$ cat config.mk
export PLATFORM = sky130hd
export DESIGN_NAME = cpu_ws
export DESIGN_NICKNAME = d
export VERILOG_FILES = /design/src/rtl/cpu_ws_pkg.sv /design/src/rtl/cpu_ws_regfile.sv /design/src/rtl/cpu_ws.sv
export SDC_FILE = /design/constraint.sdc
export NUM_CORES = 1
export LEC_CHECK = 0
export BUFFER_PORTS_ARGS = -buffer_cell sky130_fd_sc_hd__buf_2
export CAP_MARGIN = 20
export CORE_UTILIZATION = 35
export CTS_CLUSTER_DIAMETER = 40
export CTS_CLUSTER_SIZE = 14
export DETAILED_ROUTE_END_ITERATION = 6
export SLEW_MARGIN = 20
export SYNTH_ARGS = -nofsm -noshare
export SYNTH_HDL_FRONTEND = slang
export SYNTH_SLANG_ARGS = --single-unit
$ cat constraint.sdc
create_clock -name clk -period 18.3 [get_ports clk]
set_input_delay 3.66 -clock clk [delete_from_list [all_inputs] [get_ports clk]]
set_output_delay 3.66 -clock clk [all_outputs]
set_load 0.03 [all_outputs]
$ cat src/rtl/cpu_ws_pkg.sv
// rtl/cpu_ws_pkg.sv - shared opcodes, ALU sub-ops, FSM states and instruction fields for cpu_ws
package cpu_ws_pkg;

  localparam logic [3:0] OP_ADD    = 4'd0;
  localparam logic [3:0] OP_SUB    = 4'd1;
  localparam logic [3:0] OP_AND    = 4'd2;
  localparam logic [3:0] OP_OR     = 4'd3;
  localparam logic [3:0] OP_XOR    = 4'd4;
  localparam logic [3:0] OP_SHL    = 4'd5;
  localparam logic [3:0] OP_SHR    = 4'd6;
  localparam logic [3:0] OP_NOT    = 4'd7;
  localparam logic [3:0] OP_LOADLO = 4'd8;
  localparam logic [3:0] OP_LOADHI = 4'd9;
  localparam logic [3:0] OP_IN     = 4'd10;
  localparam logic [3:0] OP_OUT    = 4'd11;
  localparam logic [3:0] OP_JMP    = 4'd12;
  localparam logic [3:0] OP_BR     = 4'd13;
  localparam logic [3:0] OP_HALT   = 4'd14;
  localparam logic [3:0] OP_NOP    = 4'd15;

  localparam logic [2:0] ALU_ADD = 3'd0;
  localparam logic [2:0] ALU_SUB = 3'd1;
  localparam logic [2:0] ALU_AND = 3'd2;
  localparam logic [2:0] ALU_OR  = 3'd3;
  localparam logic [2:0] ALU_XOR = 3'd4;
  localparam logic [2:0] ALU_SHL = 3'd5;
  localparam logic [2:0] ALU_SHR = 3'd6;
  localparam logic [2:0] ALU_NOT = 3'd7;

  typedef enum logic [2:0] {
    ST_FETCH  = 3'd0,
    ST_DECODE = 3'd1,
    ST_EXEC   = 3'd2,
    ST_MEM    = 3'd3,
    ST_WB     = 3'd4,
    ST_NEXT   = 3'd5,
    ST_HALT   = 3'd6,
    ST_FAULT  = 3'd7
  } state_e;

  localparam int OP_HI  = 15;
  localparam int OP_LO  = 12;
  localparam int R1_HI  = 11;
  localparam int R1_LO  = 8;
  localparam int R2_HI  = 7;
  localparam int R2_LO  = 4;
  localparam int R3_HI  = 3;
  localparam int R3_LO  = 0;
  localparam int BIG_HI = 7;
  localparam int BIG_LO = 0;

  function automatic logic op_writes(input logic [3:0] op);
    return (op <= OP_LOADHI) || (op == OP_IN);
  endfunction

endpackage

$ cat src/rtl/cpu_ws_regfile.sv
// rtl/cpu_ws_regfile.sv - register stack with two read ports and one write port
// Indices at or above REG_COUNT read as zero and swallow writes.
module cpu_ws_regfile #(
  parameter int DATA_W    = 16,
  parameter int REG_COUNT = 16
) (
  input  logic              clk_i,
  input  logic              rst_i,
  input  logic [3:0]        ra_a_i,
  input  logic [3:0]        ra_b_i,
  output logic [DATA_W-1:0] rd_a_o,
  output logic [DATA_W-1:0] rd_b_o,
  input  logic              we_i,
  input  logic [3:0]        wa_i,
  input  logic [DATA_W-1:0] wd_i
);

  logic [DATA_W-1:0] regs_q [REG_COUNT];

  always_ff @(posedge clk_i or posedge rst_i) begin
    if (rst_i) begin
      for (int i = 0; i < REG_COUNT; i++) regs_q[i] <= '0;
    end else if (we_i) begin
      for (int i = 0; i < REG_COUNT; i++) begin
        if (wa_i == 4'(i)) regs_q[i] <= wd_i;
      end
    end
  end

  always_comb begin
    rd_a_o = '0;
    rd_b_o = '0;
    for (int i = 0; i < REG_COUNT; i++) begin
      if (ra_a_i == 4'(i)) rd_a_o = regs_q[i];
      if (ra_b_i == 4'(i)) rd_b_o = regs_q[i];
    end
  end

endmodule

$ cat src/rtl/cpu_ws.sv
// rtl/cpu_ws.sv - multi-cycle 16-bit-instruction CPU with wait-state fetch/port handshakes
// Adds HALT and a bounded wait timeout that parks the core in a sticky FAULT state.
module cpu_ws import cpu_ws_pkg::*; #(
  parameter int DATA_W    = 16,
  parameter int ADDR_W    = 16,
  parameter int REG_COUNT = 16,
  parameter int WAIT_MAX  = 255
) (
  input  logic              clk,
  input  logic              do_reset,
  output logic [ADDR_W-1:0] imem_addr,
  output logic              imem_req,
  input  logic [15:0]       imem_data,
  input  logic              imem_ack,
  output logic [ADDR_W-1:0] portaddr,
  output logic [DATA_W-1:0] portval,
  output logic              portget,
  output logic              portset,
  input  logic [DATA_W-1:0] portout,
  input  logic              portready,
  output logic              halted,
  output logic              fault,
  output logic [2:0]        state,
  output logic [3:0]        opcode
);

  localparam int CW = (WAIT_MAX < 2) ? 1 : $clog2(WAIT_MAX + 1);

  state_e            state_q, state_d;
  logic [15:0]       ir_q;
  logic [ADDR_W-1:0] ip_q, ip_next, br_off;
  logic [DATA_W-1:0] a_q, b_q, res_q, alu_res, rd_a, rd_b;
  logic [CW-1:0]     wait_q, wait_d;
  logic              fault_q, started_q, waiting, timeout;
  logic [3:0]        op, r1, r2, r3;
  logic [7:0]        big;

  assign op  = ir_q[OP_HI:OP_LO];
  assign r1  = ir_q[R1_HI:R1_LO];
  assign r2  = ir_q[R2_HI:R2_LO];
  assign r3  = ir_q[R3_HI:R3_LO];
  assign big = ir_q[BIG_HI:BIG_LO];

  // ALU ops read r2/r3; everything else reads r1 (data/branch test) and r2 (port base).
  cpu_ws_regfile #(.DATA_W(DATA_W), .REG_COUNT(REG_COUNT)) u_regfile (
    .clk_i  (clk),
    .rst_i  (do_reset),
    .ra_a_i (op[3] ? r1 : r2),
    .ra_b_i (op[3] ? r2 : r3),
    .rd_a_o (rd_a),
    .rd_b_o (rd_b),
    .we_i   (state_q == ST_WB),
    .wa_i   (r1),
    .wd_i   (res_q)
  );

  // started_q holds off the first fetch until one clock after reset release.
  assign waiting = ((state_q == ST_FETCH) && started_q) || (state_q == ST_MEM);
  assign timeout = (WAIT_MAX != 0) && (wait_q == CW'(WAIT_MAX));
  assign wait_d  = (waiting && (state_d == state_q)) ? wait_q + CW'(1) : '0;

  always_ff @(posedge clk or posedge do_reset) begin
    if (do_reset) state_q <= ST_FETCH;
    else          state_q <= state_d;
  end

  always_comb begin
    state_d = state_q;
    case (state_q)
      ST_FETCH:  if (started_q) begin
                   if (imem_ack)     state_d = ST_DECODE;
                   else if (timeout) state_d = ST_FAULT;
                 end
      ST_DECODE: if (op == OP_HALT)                     state_d = ST_HALT;
                 else if (op == OP_IN || op == OP_OUT)  state_d = ST_MEM;
                 else                                   state_d = ST_EXEC;
      ST_EXEC:   state_d = op_writes(op) ? ST_WB : ST_NEXT;
      ST_MEM:    if (portready)    state_d = (op == OP_IN) ? ST_WB : ST_NEXT;
                 else if (timeout) state_d = ST_FAULT;
      ST_WB:     state_d = ST_NEXT;
      ST_NEXT:   state_d = ST_FETCH;
      default:   state_d = state_q;
    endcase
  end

  always_comb begin
    imem_req = 1'b0;
    portget  = 1'b0;
    portset  = 1'b0;
    case (state_q)
      ST_FETCH: imem_req = started_q;
      ST_MEM: begin
        portget = (op == OP_IN);
        portset = (op == OP_OUT);
      end
      default: ;
    endcase
  end

  always_comb begin
    alu_res = a_q;
    if (!op[3]) begin
      case (op[2:0])
        ALU_ADD: alu_res = a_q + b_q;
        ALU_SUB: alu_res = a_q - b_q;
        ALU_AND: alu_res = a_q & b_q;
        ALU_OR:  alu_res = a_q | b_q;
        ALU_XOR: alu_res = a_q ^ b_q;
        ALU_SHL: alu_res = a_q << b_q[3:0];
        ALU_SHR: alu_res = a_q >> b_q[3:0];
        ALU_NOT: alu_res = ~a_q;
        default: alu_res = a_q;
      endcase
    end else if (op == OP_LOADLO) begin
      alu_res[7:0] = big;
    end else if (op == OP_LOADHI) begin
      alu_res[15:8] = big;
    end
  end

  assign br_off = {{(ADDR_W-8){big[7]}}, big};

  always_comb begin
    ip_next = ip_q + ADDR_W'(1);
    if (op == OP_JMP || (op == OP_BR && a_q != '0)) ip_next = ip_q + br_off;
  end

  always_ff @(posedge clk or posedge do_reset) begin
    if (do_reset) begin
      started_q <= 1'b0;
      ir_q      <= '0;
      ip_q      <= '0;
      a_q       <= '0;
      b_q       <= '0;
      res_q     <= '0;
      wait_q    <= '0;
      fault_q   <= 1'b0;
    end else begin
      started_q <= 1'b1;
      wait_q    <= wait_d;
      if (state_d == ST_FAULT) fault_q <= 1'b1;
      case (state_q)
        ST_FETCH:  if (started_q && imem_ack) ir_q <= imem_data;
        ST_DECODE: begin
          a_q <= rd_a;
          b_q <= rd_b;
        end
        ST_EXEC:   res_q <= alu_res;
        ST_MEM:    if (portready && op == OP_IN) res_q <= portout;
        ST_NEXT:   ip_q <= ip_next;
        default: ;
      endcase
    end
  end

  assign imem_addr = ip_q;
  assign portaddr  = ADDR_W'(b_q) + ADDR_W'(r3);
  assign portval   = a_q;
  assign halted    = (state_q == ST_HALT) || (state_q == ST_FAULT);
  assign fault     = fault_q;
  assign state     = state_q;
  assign opcode    = op;

endmodule

==> results of run 1 <==
[stage by stage]
stage | utilization, % | total power (W) | instances | instance area [µm²] | setup slack (ns)
CTS | 40.7 | 0.00576 | 3214 | 25700 | 10.84
global route | 40.8 | 0.00610 | 3219 | 25700 | 10.59
finish | 40.8 | 0.00586 | 3219 | 25700 | 10.84
global placement | 37.5 | 0.00456 | 3106 | 23600 | 11.52
detailed placement | 37.5 | 0.00461 | 3106 | 23700 | 11.48
floorplan | - | 0.00339 | 2275 | 22400 | 4.96
[area by class of cell]
type	count	area, µm²	area share, %
Timing Repair Buffer	156	952	3.70
Antenna cell	2	5.00	0.0194
Tap cell	846	1060	4.11
Inverter	57	221	0.861
Clock buffer	64	1510	5.88
Multi-Input combinational cell	1701	12700	49.5
Clock inverter	44	514	2.00
Sequential cell	349	8740	33.9
[cells by family after synthesis]
group,after synthesis
AOI/OAI and AO/OA,657
and+or+nand+nor,572
xor gates and xnor gates,61
adders and majority gates,72
buffers and inverters,225
other,1
DFF,349
muxes,338
[placed cells by master, fill, tap and decap left out, drive strengths merged, types with 19 or more instances in the layout]
master,count
clkbuf,64
nand3,36
nor2,182
nor3,30
a211oi,31
a22oi,55
mux4,27
buf,156
a21oi,126
a31oi,30
inv,74
o22ai,51
o221ai,23
a221oi,35
o21ai,140
o211ai,19
and2,19
dfrtp,349
nand2,180
ha,69
xnor2,44
mux2,281
mux2i,30
[power by group through the flow]
stage	combinational (W)	sequential, W	clock (W)
2_1_floorplan	0.00209	0.00130	0
6_report	0.00326	0.00146	0.00114
4_1_cts	0.00317	0.00144	0.00115
5_1_grt	0.00342	0.00149	0.00119
3_5_place_dp	0.00316	0.00145	0
3_3_place_gp	0.00314	0.00143	0
[routing by layer]
metal	vias up	GRT usage (%)
met5	-	0
met4	4	16.0
met3	280	7.18
met2	1243	44.0
met1	10300	36.2
li1	8667	-
[flip-flops by register name, indices dropped and copies added (netlist names)]
signal / cells
started_q: 1
b_q: 16
ir_q: 16
fault: 1
wait_q: 8
state: 3
u_regfile.regs_q: 256
imem_addr: 16
res_q: 16
portval: 16
[worst paths after layout]
path,end,from
setup / recovery,portaddr[12],b_q[0]
max in group asynchronous,u_regfile.regs_q[249],do_reset
hold / removal,fault,fault
hold reg to reg,fault,fault
setup reg to reg,res_q[14],ir_q[13]
min in group asynchronous,u_regfile.regs_q[225],do_reset
==> summary.txt, run 1 <==
CTS
  • PostCTS Resize Cnt: 0
  • CTS Root Cell: clkbuf_16
  • CTS Sinks: ~350
  • Max clock buf depth: 3
  • Clk_lat worst skew: 0.65 ns
  • Hold buffers post-CTS: 0
  • Number of setup buffers added after CTS: 0
  • CTS buffer count: 58
  • Clock-pin slew on the worst setup and hold paths: 0.05 ns
  • CTS tree: done
  • H-tree depth: 2

Synthesis
  • Synth Area in XOR/XNOR: between 2 and 2.5%
  • Share of the synthesized area in the top cell type: approximately 40%
  • Syn Area/Cell: 9.84 µm²
  • Synth Area in Compound Gates: 19.8%
  • Post-synth EDFFs: 0
  • Synth Area in Simple Gates: between 10 and 15%
  • Most instantiated library cell after synthesis: dfrtp_1
  • Post-synthesis mux area share: 18.2%
  • Synthesized flop and latch total: approximately 350
  • Ys flop type: dfrtp_1
  • Mapped cell area: roughly 22000 µm²
  • Post-synth ARST share: 100%
  • Post-Synth Adder-Cell Area: between 4 and 5%
  • Post-Syn Instances: around 2300
  • Distinct cells, synth: 91
  • Post-synth top cells: dfrtp_1, mux2_2, nor2_1
  • Area leader, netlist: dfrtp_1
  • Warnings, synthesis: 0
  • Largest family of logic cells by synthesized area: compound AO/OA/AOI/OAI gates
  • Area contributors post-synth: dfrtp_1, mux2_2, ha_1
  • Seq/Total Area, Yosys: 39.0%
  • Mapped Nets: about 2400

Power
  • Sequential share of power: around 25%
  • Power Density: between 200 and 250 nW/µm²
  • Sw frac: about half
  • Clock network fraction of design power: about a fifth
  • P_int: around 0.0029 W
  • Switching power: roughly 0.003 W
  • Worst vdd ir: 0.0966 mV
  • Leak pwr: about 11 nW
  • Combinational share of power: a little under three fifths

Setup path
  • Critical Path Fanout Max: 36
  • CP Cell Sequence: buf_4 -> ha_1 -> inv_1 -> fa_1 -> nor2b_1 -> o21ai_0 -> nand2b_1 -> and3_1 -> nor2b_1 -> nand3_1 -> xnor2_1 -> buf_2
  • R2r worst-path depth: 16
  • Cell family with most CP delay: simple AND/OR/NAND/NOR gates
  • Reg2reg setup slack: 13.41 ns
  • Max stage delay on crit path: roughly 0.54 ns
  • Worst path bufs/invs: 3
  • WP data required: around 15 ns
  • Crit path top cell by count: nor2b_1
  • Stages on worst setup path: 12
  • Startpoint types: flop
  • Slowest CP cell: nor2b_1
  • Kind of critical path: flop to output port
  • Worst setup EP type: output port
  • Worst Path Arrival: around 3.8 ns

Placement
  • DPL Wire Length: approximately 65 mm
  • # port buffers: 95
  • Routability cong.: around 0.99

Detailed routing
  • ANT nets after route: 0
  • Vias: a little over 20000
  • M1 wire length: approximately 37 mm
  • Max Used Layer: met5
  • Met2 wire len: between 40 and 50 mm
  • Post-Route WL: 92.9 mm
  • DR WL/cell: 28.9 µm
  • DRC errors left: 0
  • Iter 0 DRT Violations: around 2600
  • Router iterations before antenna repair: 7
  • Routed vias/inst: 6.35
  • Met3 wire len: 9.27 mm

Timing
  • Fmax: between 100 and 150 MHz
  • Least-Margin Pin Slew: 1.19 ns
  • Max-slew violations: 0
  • Fin Clk Skew: between 0.03 and 0.04 ns
  • Final hold slack: 0.472 ns
  • Max transition margin: approximately a fifth
  • RSZ-0062 raised after global routing: no
  • Final Hold Viols: 0
  • Final setup fails: 0
  • Final period utilization: about 41%
  • Min Tclk post-route: roughly 7.5 ns
  • Setup Total Neg Slack: 0 ns

Floorplan
  • Die area: 65000 µm²
  • Starting Density: a little over a third
  • Die W: approximately 250 µm
  • Ports: 96
  • Die Height: about 250 µm
  • Core ar.: 63100 µm²
  • Num rows: between 90 and 100

GRT
  • Grt ovf: 0
  • First-pass GRT wire length: approximately 140 mm
  • Vias in the first global route: about 20000
  • Tot GR Track Use: 28.4%
  • Pin count of the biggest net entering global routing: between 100 and 150
  • Initial antenna violation count: 5

Worst hold path
  • Worst Hold Class: flop to flop
  • Worst Hold Depth: 1

Run status
  • Outcome: finished clean

Finish
  • Area Overhead vs Synth: 15.0%
  • Nets: between 2000 and 2500
  • Layout cells sized above 1: between 20% and 30%
  • Fillers: 6163

Job
  • Max Cap Viol: 0
Power figures use the tool's default switching activity.
==> inputs of run 2 (changes only) <==
Settings changed: ABC_AREA set to 1.
Clock period 18.3 ns to 6.5 ns, I/O delays scaled along.
==> run 2 against run 1 <==
Core utilization is 0.097 points lower. Critical path depth is 1 lower. Via count is 3.6% higher. Wire length is 18% lower. Sequential share of layout area is 0.63 points higher. Non-clock buffer count is 31 lower. Highest routed layer is now met4.
==> summary.txt, run 2 <==
Synthesis
  • Area contributors post-synth: dfrtp_1, nand2_1, o21ai_0
  • Mapped cell area: 22100 µm² (-1.2%)
  • Syn Area/Cell: 7.03 µm² (-29%)
  • Post-Syn Instances: 3145 (+38%)
  • Post-synth EDFFs: 0 (unchanged)
  • Share of the synthesized area in the top cell type: 39.5% (+0.48 points)
  • Mapped Nets: 3253 (+37%)
  • Area leader, netlist: dfrtp_1
  • Most instantiated library cell after synthesis: nand2_1
  • Distinct cells, synth: 58 (-36%)
  • Post-synth top cells: nand2_1, o21ai_0, dfrtp_1
  • Synthesized flop and latch total: 349 (unchanged)
  • Post-synth ARST share: 100% (unchanged)
  • Ys flop type: dfrtp_1
  • Seq/Total Area, Yosys: 39.5% (+0.48 points)
  • Warnings, synthesis: 0 (unchanged)

Power
  • Leak pwr: 11.6 nW (+2.4%)
  • Sw frac: 26.4% (-25 points)
  • P_int: 0.00429 W (+50%)
  • Overall power: 0.00583 W (-0.44%)
  • Worst vdd ir: 0.202 mV (+110%)
  • Clock network fraction of design power: 55.0% (+36 points)
  • Switching power: 0.00154 W (-49%)
  • Sequential share of power: 37.6% (+13 points)
  • Power Density: 231 nW/µm² (+1.5%)
  • Combinational share of power: 7.3% (-48 points)

Floorplan
  • Core ar.: 62100 µm² (-1.6%)
  • Starting Density: 35.6% (+0.15 points)
  • Die area: 64200 µm² (-1.2%)
  • Die Height: 253 µm (-0.61%)
  • Ports: 96 (unchanged)
  • Die W: 253 µm (-0.61%)
  • Num rows: 91 (-1.1%)

CTS
  • CTS Sinks: 349 (unchanged)
  • CTS Root Cell: clkbuf_16
  • Clk_lat worst skew: 0.64 ns (about the same)
  • Hold buffers post-CTS: 0 (unchanged)
  • CTS buffer count: 59 (+1.7%)
  • Number of setup buffers added after CTS: 0 (unchanged)
  • Max clock buf depth: 3 (unchanged)
  • PostCTS Resize Cnt: 0 (unchanged)
  • Clock-pin slew on the worst setup and hold paths: 0.05 ns (about the same)
  • H-tree depth: 2 (unchanged)
  • CTS tree: done

Finish
  • Commonest non-fill, non-tap cell in the layout: nand2_1
  • Ant. Diodes: 0 (-2)
  • Reg with most FFs: u_regfile.regs_q
  • Layout cells sized above 1: 10.6% (-15 points)
  • Max reg flops: 256 (unchanged)
  • Commonest non-fill, non-tap cells in the layout: nand2_1, o21ai_0, dfrtp_1
  • Nets: 3280 (+35%)
  • Area Overhead vs Synth: 14.3%
  • Final Non-Filler Cells: 4059 (+26%)

Timing
  • Final setup fails: 0 (unchanged)
  • Final period utilization: about four fifths
  • Final Hold Viols: 0 (unchanged)
  • Fin Clk Skew: 0.0406 ns (+0.000839 ns)
  • Max-slew violations: 0 (unchanged)
  • RSZ-0062 raised after global routing: no
  • Max transition margin: 24.1% (+4.0 points)
  • Final hold slack: 0.473 ns (+0.00149 ns)
  • Min Tclk post-route: between 5 and 6 ns
  • Setup Total Neg Slack: 0 ns (unchanged)
  • Fmax: a little under 200 MHz
  • Least-Margin Pin Slew: 1.14 ns (-0.0565 ns)

Setup path
  • CP Cell Sequence: inv_1 -> fa_1 -> nor2_1 -> a211oi_1 -> nor2_1 -> nand3_1 -> nor3_1 -> nand2_1 -> nor3_1 -> xor2_1 -> buf_2
  • Kind of critical path: flop to output port
  • Critical Path Fanout Max: 26 (-28%)
  • Max stage delay on crit path: 0.85 ns (+0.31 ns)
  • Worst Path Arrival: 3.77 ns (-0.03 ns)
  • Startpoint types: flop
  • WP data required: 5.20 ns (-9.44 ns)
  • Reg2reg setup slack: 2.16 ns (-11.25 ns)
  • Slowest CP cell: dfrtp_1
  • Worst setup EP type: output port
  • Cell family with most CP delay: simple AND/OR/NAND/NOR gates
  • Worst path bufs/invs: 2 (-1)

Detailed routing
  • Iter 0 DRT Violations: 2049 (-20%)
  • DR WL/cell: 18.7 µm (-35%)
  • Post-Route WL: 75.8 mm (-18%)
  • Router iterations before antenna repair: 5 (-2)
  • Vias: 21200 (+3.6%)
  • Routed vias/inst: 5.22 (-18%)
  • ANT nets after route: 0 (unchanged)
  • DRC errors left: 0 (unchanged)

Placement
  • DPL Wire Length: 53.8 mm (-18%)
  • Placed cells: 3948 (+27%)
  • # port buffers: 95 (unchanged)
  • Routability cong.: 0.986 (-0.62%)

GRT
  • Grt ovf: 0 (unchanged)
  • Tot GR Track Use: 23.8% (-4.6 points)
  • Vias in the first global route: 20000 (+0.59%)
  • Initial antenna violation count: 0 (-5)
  • Pin count of the biggest net entering global routing: 173 (+57%)
  • First-pass GRT wire length: 119 mm (-13%)

Job
  • Max Cap Viol: 0 (unchanged)

Worst hold path
  • Worst Hold Class: flop to flop

Run status
  • Outcome: finished clean
-- run 2: changes by cell type in the layout (fill, tap and decap cells not counted), sizes merged, moves of 53 or more --
cell	delta
nand4	+88
nor2	+95
o21ai	+254
a22oi	-53
inv	+210
mux2	-281
nand3	+91
nand2	+876
-- run 2: power by group through the flow --
stage / clock (W) / combinational [W] / sequential (W)
after global routing: 0.00337 / 0.000467 / 0.00219
after global placement: 0 / 0.000426 / 0.00223
final: 0.00321 / 0.000428 / 0.00220
after detailed placement: 0 / 0.000424 / 0.00223
after floorplan: 0 / 0.000283 / 0.00223
after CTS: 0.00326 / 0.000426 / 0.00219
-- run 2: final cells by class --
class	instances	area [µm²]
flip-flops and latches	349	8730
multi-input cells	2358	11600
repair buffers	125	717
clock inverters	40	480
inverters	279	1050
fillers	6512	36800
clock buffers	71	1590
well taps	837	1050
-- run 2: final timing paths --
| check | cells past startpoint | start | to |
|---|---|---|---|
| worst max-delay path | 11 | b_q[1] | portaddr[14] |
| worst min-delay path | 1 | fault | fault |
| worst max register to register | 21 | b_q[1] | res_q[13] |
| worst min register to register | 1 | fault | fault |
| max in group asynchronous | 3 | do_reset | b_q[9] |
| min in group asynchronous | 2 | do_reset | u_regfile.regs_q[141] |
-- run 2: metrics by stage --
stage	area, µm²	utilization (%)	worst slack (ns)
6_report	25300	40.7	1.43
4_1_cts	25200	40.7	1.45
5_1_grt	25300	40.7	1.19
3_3_place_gp	23200	37.3	2.13
2_1_floorplan	22100	-	0.528
3_5_place_dp	23200	37.3	2.09
-- run 2: routing by layer --
metal	vias to the layer above	track usage, %	share of wire [%]
li1	10300	-	-
met3	163	4.07	6.5
met2	734	36.8	44
met1	9970	33.0	45
met5	-	0	0
met4	0	9.39	3.7
-- run 2: cell families after synthesis --
logic type                 share of synthesized area (%)
other                                             0.0170
xor gates and xnor gates                            1.70
adders and majority gates                           4.18
buffers and inverters                               7.99
DFF                                                 39.5
muxes                                             0.0906
and+or+nand+nor                                     31.1
AOI/OAI and AO/OA                                   15.5
==> inputs of run 3 (changes only) <==
Clock period 6.5 ns to 5 ns, I/O delays scaled along.
==> run 3 against run 2 <==
The run now ends with design-rule violations left. Non-clock buffer count is 14 higher. Die area unchanged. Sequential power grew 30%. Design area grew 1.6%. Setup slack lost 1.0 ns. Sequential share of layout area decreased by 0.53 points. Core utilization rose by 0.64 points. Critical path depth is 1 higher. Register-to-register slack lost 1.2 ns. Clock-buffer cell count increased by 4. Hold slack worse by 0.0014 ns. Largest power group unchanged. Highest routed layer unchanged.
==> summary.txt, run 3 (synthesis results as in run 2) <==
Power
  • Clock network fraction of design power: 57.9% (+2.9 points)
  • P_int: 0.00598 W (+39%)
  • Worst vdd ir: 0.244 mV (+21%)
  • Sequential share of power: 35.2% (-2.4 points)
  • Combinational share of power: 6.9% (-0.4 points)
  • Switching power: 0.00214 W (+39%)
  • Power Density: 316 nW/µm² (+37%)
  • Sw frac: 26.4% (-0.028 points)
  • Leak pwr: 11.8 nW (+1.7%)

Finish
  • Fillers: 6455 (-0.88%)
  • Commonest non-fill, non-tap cell in the layout: nand2_1
  • Footprint of the multi-input gates: 11600 µm² (about the same)
  • Layout cells sized above 1: 11.3% (+0.69 points)
  • Max reg flops: 256 (unchanged)
  • Nets: 3301 (+0.64%)
  • Reg with most FFs: u_regfile.regs_q
  • Commonest non-fill, non-tap cells in the layout: nand2_1, o21ai_0, dfrtp_1
  • Final Non-Filler Cells: 4084 (+0.62%)
  • Area Overhead vs Synth: 16.0%
  • Core Util, Final: 41.3% (+0.64 points)
  • Storage cell area: 8730 µm² (unchanged)
  • Post-route cell area: 25700 µm² (+1.6%)

Run status
  • Failing checks: design-rule violations
  • Outcome: finished with violations

Setup path
  • Reg2reg setup slack: 0.94 ns (-1.22 ns)
  • Startpoint types: flop
  • Worst r2r src: b_q[1]
  • FF-to-FF End: res_q[12]
  • R2r worst-path depth: 24 (+14%)
  • Crit path top cell by count: nor3_1
  • CP Cell Sequence: buf_4 -> inv_1 -> fa_1 -> nor2_1 -> a211oi_1 -> nor2_2 -> nand3_1 -> nor3_1 -> nand2_1 -> nor3_1 -> xor2_1 -> buf_2
  • Slowest CP cell: fa_1
  • Worst Path Arrival: 3.61 ns (-0.16 ns)
  • CP startpoint: b_q[1]
  • Worst setup EP type: output port
  • WP data required: 4.00 ns (-1.20 ns)
  • Worst setup endpoint: portaddr[14]
  • Critical Path Fanout Max: 26 (unchanged)
  • Kind of critical path: flop to output port
  • Max stage delay on crit path: 0.50 ns (-0.35 ns)

Detailed routing
  • Met2 wire len: 34.2 mm (+1.8%)
  • DR WL/cell: 18.7 µm (+0.20%)
  • DRC errors left: 1 (+1)
  • Met3 wire len: 4.59 mm (-7.1%)
  • ANT nets after route: 0 (unchanged)
  • Max Used Layer: met4
  • M1 wire length: 34.8 mm (+0.93%)
  • Router iterations before antenna repair: 7 (+2)
  • Iter 0 DRT Violations: 2291 (+12%)
  • Routed vias/inst: 5.23 (+0.23%)
  • Vias: 21400 (+0.85%)
  • Post-Route WL: 76.5 mm (+0.82%)

Floorplan
  • Die Height: 253 µm (unchanged)
  • Num rows: 91 (unchanged)
  • Ports: 96 (unchanged)
  • Starting Density: 35.6% (unchanged)
  • Core ar.: 62100 µm² (unchanged)
  • Die W: 253 µm (unchanged)
  • Die area: 64200 µm² (unchanged)

GRT
  • Pin count of the biggest net entering global routing: 163 (-5.8%)
  • Vias in the first global route: 20100 (+0.82%)
  • Grt ovf: 0 (unchanged)
  • Tot GR Track Use: 24.1% (+0.22 points)
  • Initial antenna violation count: 1 (+1)
  • First-pass GRT wire length: 120 mm (+0.79%)

Placement
  • Worst slack at placement: 0.961 ns (-1.13 ns)
  • Routability cong.: 0.951 (-3.6%)
  • Placed cells: 3962 (+0.35%)
  • # port buffers: 95 (unchanged)
  • DPL Wire Length: 53.2 mm (-1.1%)
  • DP Area: 23300 µm² (+0.46%)

Timing
  • Final setup fails: 0 (unchanged)
  • Final Hold Viols: 0 (unchanged)
  • Fmax: 217 MHz
  • RSZ-0062 raised after global routing: no
  • Max transition margin: 23.7% (-0.41 points)
  • Max-slew violations: 0 (unchanged)
  • Final period utilization: roughly 92%
  • Setup Total Neg Slack: 0 ns (unchanged)
  • Least-Margin Pin Slew: 1.14 ns (+0.00314 ns)
  • Final worst-path setup slack: 0.394 ns (-1.03 ns)
  • Fin Clk Skew: 0.0345 ns (-0.00611 ns)
  • Min Tclk post-route: 4.61 ns

CTS
  • Hold buffers post-CTS: 0 (unchanged)
  • CTS Root Cell: clkbuf_16
  • Max clock buf depth: 3 (unchanged)
  • H-tree depth: 3 (+1)
  • CTS buffer count: 66 (+12%)
  • Clock-pin slew on the worst setup and hold paths: 0.05 ns (about the same)
  • CTS Sinks: 349 (unchanged)
  • Clk_lat worst skew: 0.62 ns (-0.02 ns)
  • CTS tree: done

Worst hold path
  • Worst Hold Class: flop to flop

Job
  • Max Cap Viol: 0 (unchanged)
## run 3: cell types whose count changed in the layout (fill, tap and decap cells not counted), moves of 2 or more
cell,delta
buf_4,+14
bufinv_16,+2
clkbuf_1,-2
clkbuf_16,+8
clkbuf_8,-2
clkinv_2,-2
clkinvlp_4,+4
## run 3: worst min-delay path by stage
stage / startpoint / endpoint / slack (ns) / depth (start not counted)
2_1_floorplan: wait_q[0] / wait_q[0] / 0.43 / 1
3_3_place_gp: fault / fault / 0.45 / 1
3_5_place_dp: wait_q[0] / wait_q[0] / 0.45 / 1
4_1_cts: wait_q[0] / wait_q[0] / 0.47 / 1
5_1_grt: u_regfile.regs_q[72] / u_regfile.regs_q[72] / 0.50 / 2
6_report: wait_q[0] / wait_q[0] / 0.47 / 1
## run 3: what timing repair did
item,CTS,global route
setup buffers,0,0
setup endpoints to repair,0,1
gates resized for setup,0,1
## run 3: per-layer routing
layer	vias up	track usage, %
met2	764	37.4
met1	10000	33.2
met3	179	3.64
met5	-	0
met4	0	10.0
li1	10400	-
## run 3: per-stage QoR
| step | hold WS [ns] | power, W |
|---|---|---|
| after floorplan | 0.433 | 0.00327 |
| after global placement | 0.446 | 0.00346 |
| after detailed placement | 0.450 | 0.00346 |
| after CTS | 0.466 | 0.00819 |
| after global routing | 0.500 | 0.00837 |
| final | 0.472 | 0.00812 |
## run 3: power groups by stage
stage | clock network, W | registers, W | logic (W)
2_1_floorplan | 0 | 0.00290 | 0.000368
3_3_place_gp | 0 | 0.00290 | 0.000560
3_5_place_dp | 0 | 0.00290 | 0.000558
4_1_cts | 0.00477 | 0.00285 | 0.000561
5_1_grt | 0.00490 | 0.00285 | 0.000612
6_report | 0.00470 | 0.00286 | 0.000564
## run 3: area by class of cell
cell class / count / share of cell area (%)
Antenna cell: 1 / 0.00976
Clock inverter: 46 / 2.34
Inverter: 279 / 4.11
Sequential cell: 349 / 34.0
Multi-Input combinational cell: 2358 / 45.3
Clock buffer: 75 / 6.85
Timing Repair Buffer: 139 / 3.24
Tap cell: 837 / 4.08
## run 3: critical path, delay by kind of cell, from the launching register on
kind | cells | cell delay [ns]
xor+xnor | 1 | 0.16
compound gates | 1 | 0.13
simple gates | 6 | 1.13
fa+ha+maj | 1 | 0.50
buf+inv | 3 | 0.77
flops | 1 | 0.32
